**src/rtl/fetch_unit_pkg.sv**
```systemverilog
`default_nettype none
`timescale 1ns/1ps
// ============================================================================
// Module      : fetch_unit_pkg
// Description : Shared types and constants for the instruction fetch unit.
// Revision    : 1.0 - initial release
// ============================================================================
package fetch_unit_pkg;

   localparam int FETCH_DEPTH_DEFAULT = 4;

   typedef enum logic [1:0] {
      ST_IDLE = 2'd0,
      ST_WAIT = 2'd1,
      ST_DROP = 2'd2
   } fetch_state_t;

   typedef struct packed {
      logic [31:0] pc;
      logic [31:0] instr;
   } fetch_entry_t;

   localparam int FETCH_ENTRY_W = $bits(fetch_entry_t);

endpackage
`default_nettype wire

```
**src/rtl/fetch_fifo.sv**
```systemverilog
`default_nettype none
`timescale 1ns/1ps
// ============================================================================
// Module      : fetch_fifo
// Description : Instruction queue with synchronous flush; storage is not reset.
// Revision    : 1.0 - initial release
// ============================================================================
module fetch_fifo
   import fetch_unit_pkg::*;
#(
   parameter int DEPTH = FETCH_DEPTH_DEFAULT
) (
   input  logic                     clk,
   input  logic                     reset,
   input  logic                     push,
   input  logic [FETCH_ENTRY_W-1:0] wdata,
   input  logic                     pop,
   input  logic                     flush,
   output logic                     full,
   output logic                     empty,
   output logic [FETCH_ENTRY_W-1:0] head
);

   localparam int PTR_W = $clog2(DEPTH);
   localparam int CNT_W = $clog2(DEPTH + 1);
   localparam logic [CNT_W-1:0] c_full_count = CNT_W'(DEPTH);

   fetch_entry_t     r_mem [DEPTH];
   logic [PTR_W-1:0] r_wr_ptr;
   logic [PTR_W-1:0] r_rd_ptr;
   logic [CNT_W-1:0] r_count;

   // Pointers wrap naturally because DEPTH is a power of two.
   always_ff @(posedge clk) begin
      if (reset || flush) begin
         r_wr_ptr <= '0;
         r_rd_ptr <= '0;
         r_count  <= '0;
      end else begin
         if (push) r_wr_ptr <= r_wr_ptr + 1'b1;
         if (pop)  r_rd_ptr <= r_rd_ptr + 1'b1;
         if (push && !pop)
            r_count <= r_count + 1'b1;
         else if (pop && !push)
            r_count <= r_count - 1'b1;
      end
   end

   always_ff @(posedge clk) begin
      if (push) r_mem[r_wr_ptr] <= wdata;
   end

   assign full  = (r_count == c_full_count);
   assign empty = (r_count == '0);
   assign head  = r_mem[r_rd_ptr];

endmodule
`default_nettype wire

```
**src/rtl/fetch_unit.sv**
```systemverilog
`default_nettype none
`timescale 1ns/1ps
// ============================================================================
// Module      : fetch_unit
// Description : Single-outstanding instruction fetch with redirect and queue.
// Revision    : 1.0 - initial release
// ============================================================================
module fetch_unit
   import fetch_unit_pkg::*;
#(
   parameter int DEPTH = FETCH_DEPTH_DEFAULT
) (
   input  logic        clk,
   input  logic        reset,
   input  logic [31:0] pc_i,
   output logic        pc_stall_o,
   output logic        jump_en_o,
   output logic [31:0] jump_vect_o,
   input  logic        redirect_i,
   input  logic [31:0] redirect_target_i,
   output logic        imem_req_o,
   output logic [31:0] imem_addr_o,
   input  logic        imem_gnt_i,
   input  logic        imem_rvalid_i,
   input  logic [31:0] imem_rdata_i,
   output logic        dec_valid_o,
   output logic [31:0] dec_instr_o,
   output logic [31:0] dec_pc_o,
   input  logic        dec_ready_i
);

   fetch_state_t              r_state;
   fetch_state_t              w_state_nxt;
   logic [31:0]               r_req_pc;
   logic                      w_req;
   logic                      w_grant;
   logic                      w_push;
   logic                      w_pop;
   logic                      w_full;
   logic                      w_empty;
   logic [FETCH_ENTRY_W-1:0]  w_head;
   fetch_entry_t              w_head_entry;
   fetch_entry_t              w_tail_entry;
   logic                      w_unused_tgt_lsb;

   assign w_req   = (r_state == ST_IDLE) && !reset && !redirect_i && !w_full;
   assign w_grant = w_req && imem_gnt_i;

   always_comb begin
      w_state_nxt = r_state;
      w_push      = 1'b0;
      case (r_state)
         ST_IDLE: begin
            if (w_grant) w_state_nxt = ST_WAIT;
         end
         ST_WAIT: begin
            if (redirect_i)
               w_state_nxt = imem_rvalid_i ? ST_IDLE : ST_DROP;
            else if (imem_rvalid_i) begin
               w_push      = 1'b1;
               w_state_nxt = ST_IDLE;
            end
         end
         ST_DROP: begin
            // The stale response is swallowed whether or not another redirect arrives.
            if (imem_rvalid_i) w_state_nxt = ST_IDLE;
         end
         default: w_state_nxt = ST_IDLE;
      endcase
   end

   always_ff @(posedge clk) begin
      if (reset) begin
         r_state  <= ST_IDLE;
         r_req_pc <= '0;
      end else begin
         r_state <= w_state_nxt;
         if (w_grant) r_req_pc <= pc_i;
      end
   end

   assign w_tail_entry = '{pc: r_req_pc, instr: imem_rdata_i};
   assign w_pop        = dec_valid_o && dec_ready_i && !redirect_i;

   fetch_fifo #(
      .DEPTH (DEPTH)
   ) u_fifo (
      .clk   (clk),
      .reset (reset),
      .push  (w_push),
      .wdata (w_tail_entry),
      .pop   (w_pop),
      .flush (redirect_i),
      .full  (w_full),
      .empty (w_empty),
      .head  (w_head)
   );

   assign w_head_entry     = fetch_entry_t'(w_head);
   assign w_unused_tgt_lsb = ^redirect_target_i[1:0];

   assign imem_req_o  = w_req;
   assign imem_addr_o = pc_i;
   assign pc_stall_o  = !w_grant && !redirect_i;
   assign jump_en_o   = redirect_i;
   assign jump_vect_o = {redirect_target_i[31:2], 2'b00};
   assign dec_valid_o = !reset && !w_empty;
   assign dec_instr_o = w_head_entry.instr;
   assign dec_pc_o    = w_head_entry.pc;

endmodule
`default_nettype wire
```
**config.mk**
```make
export PLATFORM = sky130hd
export DESIGN_NAME = fetch_unit
export DESIGN_NICKNAME = d
export VERILOG_FILES = /design/src/rtl/fetch_unit_pkg.sv /design/src/rtl/fetch_fifo.sv /design/src/rtl/fetch_unit.sv
export SDC_FILE = /design/constraint.sdc
export NUM_CORES = 1
export LEC_CHECK = 0
export ABC_AREA = 1
export CAP_MARGIN = 10
export CELL_PAD_IN_SITES_DETAIL_PLACEMENT = 0
export CELL_PAD_IN_SITES_GLOBAL_PLACEMENT = 1
export CORE_MARGIN = 2
export CORE_UTILIZATION = 44
export CTS_CLUSTER_SIZE = 24
export DETAILED_ROUTE_END_ITERATION = 12
export PLACE_DENSITY = 0.87
export RECOVER_POWER = 25
export SLEW_MARGIN = 20
export SYNTH_ARGS = -nofsm -noshare
export SYNTH_HDL_FRONTEND = slang
export SYNTH_HIERARCHICAL = 1
export SYNTH_SLANG_ARGS = --single-unit
```
**constraint.sdc**
```tcl
create_clock -name clk -period 8 [get_ports clk]
set_input_delay 0.8 -clock clk [delete_from_list [all_inputs] [get_ports clk]]
set_output_delay 0.8 -clock clk [all_outputs]
set_load 0.01 [all_outputs]
```
==> run metrics <==
status finished clean; Detail Route Antenna Nets 0; Post-CTS Hold Fix Bufs 0; Clk Tree Root Cell clkbuf_16; fillcell total 2235; Arr. time, crit path between 3 and 4 ns; Gate Count Post-Synth between 900 and 1000; Fmax achieved roughly 0.25 GHz; core box area approximately 27000 µm²; CTS Buffer Depth 3; Leak 5.11 nW; Final Hold Fails 0; largest delay contributor family on the critical path buffers and inverters; I/O pins around 230; # clock sinks about 300; WL final about 24000 µm; RePlAce Congestion 0.727; H-tree depth 1; MaxCap Viol Count 0; most frequent cells after synthesis 256 x edfxtp_1, 200 x nor2_1, 77 x nand2_1, 77 x o21ai_0, 71 x buf_4; DRT iter0 DRCs 531; first-pass GRT wire length approximately 37000 µm; Distinct cells, synth 27; Layout area overhead 20.5%; vias in the first global route 6933; worst path required time 7.20 ns; worst slew pin tran between 1 and 1.5 ns; storage element area 8550 µm²; Synth Flop Type edfxtp_1; Post-synth EDFFs roughly 260; gr usage total ~17%; TritonCTS clock tree yes; top cell type's share of synthesized area 64.7%; Worst Skew ~0.010 ns; Post-DP HPWL roughly 13000 µm; num rows 60; CTS buffer count 30; Initial Util 44.5%; Area contributors post-synth edfxtp_1 65%, dfxtp_1 7.2%, nor2_1 6.3%; Slew headroom around 29%; port buffer count roughly 170; DIE AREA 28300 µm²; Skew-Pair Late Insertion Delay 0.55 ns; wire length per cell 16.7 µm; Die X roughly 170 µm; GR Overflow Total 0; clock slew at reported path FFs 0.06 ns; syn avg cell area 12.3 µm²; asr flop ratio synth 0%; crit path buf inv count 3; post-synthesis sequential area ratio a little over 70%; Yosys reg bits 299; postcts setup bufs 0; Worst Path Max Fanout 88; Worst Setup Start Kind register; Hold Path Class register to register; layout cells sized above 1 between 6 and 7%; first drt pass iteration count 5; unrepaired setup endpoints after global routing no; crit-path cells inv_4 -> buf_4 -> nor2_1 -> o22ai_1 -> clkdlybuf4s50_1; final period utilization 50.0%; Die Ht between 150 and 200 µm; top cell type by total area after synthesis edfxtp_1; synthesized area 11900 µm²; top-count cell post-synth edfxtp_1; fin. max-slew vios 0; final setup vio count 0; Fin Setup TNS 0 ns; Via-to-Cell Ratio roughly 5; via total after detailed routing around 7000; multi-input logic area 2300 µm²; initial antenna violation count 1; Post-CTS Resized 0; Yosys warning total 6; CP max stage cell buf_4; Worst setup EP type output port; pwr/cell area roughly 230 nW/µm²; largest net degree at the start of global routing roughly 110; Pwr Total between 3 and 4 mW; Setup CP Type register to output port; NumNets Final 1171; DRC Markers 0; worst stage delay on the critical path 0.83 ns; fin crit period 4.00 ns; Max VDD drop roughly 140 µV
flip-flops by register name, indices dropped and copies added (netlist names), named ones only:
register and flops:
r_req_pc 32, u_fifo/r_mem 256, r_state 2, u_fifo/r_count 3, u_fifo/r_wr_ptr 2, u_fifo/r_rd_ptr 2
where the power goes:
group	internal (mW)	total (mW)	switching (mW)
combinational	0.0673	0.127	0.0594
sequential	1.71	1.72	0.0129
clock	0.893	1.46	0.568
cell usage in the layout, fill, tap and decap left out, drive strengths merged:
cell type / instances
nor2: 201
and3: 1
nor4: 1
xor2: 1
edfxtp: 256
nand2: 77
o21ai: 133
clkdlybuf4s50: 158
nand3: 2
nand4: 2
o22ai: 64
nor3: 3
a21oi: 6
dfxtp: 43
ha: 5
conb: 2
diode: 1
fa: 1
bufinv: 4
inv: 50
buf: 11
dlygate4sd3: 11
clkinvlp: 3
a21boi: 1
clkinv: 12
clkbuf: 39
through the flow:
stage	std cells	cell area (µm²)	util (%)	hold slack (ns)	worst slack [ns]
finish	1429	14300	53.6	0.487	4.00
global route	1428	14300	53.6	0.502	3.79
CTS	1428	14300	53.6	0.478	4.01
detailed placement	1372	13300	49.6	0.464	4.46
global placement	1372	13300	49.6	0.457	4.40
floorplan	967	11900	-	0.412	5.01
final cells by class:
type / instances / area share (%)
flip-flops and latches: 299 / 59.7
clock inverters: 17 / 1.34
clock buffers: 39 / 6.06
well taps: 341 / 2.98
diodes: 1 / 0.0175
multi-input cells: 500 / 16.1
repair buffers: 180 / 12.4
inverters: 52 / 1.42
routing by layer:
| metal | vias up | GRT usage [%] | wire (µm) |
|---|---|---|---|
| li1 | 3520 | - | - |
| met1 | 3395 | 21.3 | 10200 |
| met2 | 238 | 28.6 | 11600 |
| met3 | 43 | 3.43 | 1670 |
| met4 | 2 | 4.42 | 382 |
| met5 | - | 0 | 13 |
path summary, 6_finish.rpt:
kind / slack (ns) / end / from / cells past startpoint
max: 4.00 / dec_pc_o[4] / register / 5
min: 0.49 / register / u_fifo/r_rd_ptr[1] / 1
max reg2reg: 5.43 / u_fifo/r_mem[0][29] / r_state[0] / 5
min reg2reg: 0.49 / register / u_fifo/r_rd_ptr[1] / 1
logic make-up after synthesis:
family | Yosys count | share of synthesized area [%]
AO/OA/AOI/OAI | 204 | 9.29
XOR/XNOR | 1 | 0.0737
adder cells (fa/ha/maj) | 6 | 0.695
buffers and inverters | 168 | 8.73
flip-flops | 299 | 71.9
other | 1 | 0.0316
AND/OR/NAND/NOR | 287 | 9.26
Power figures use the tool's default switching activity.
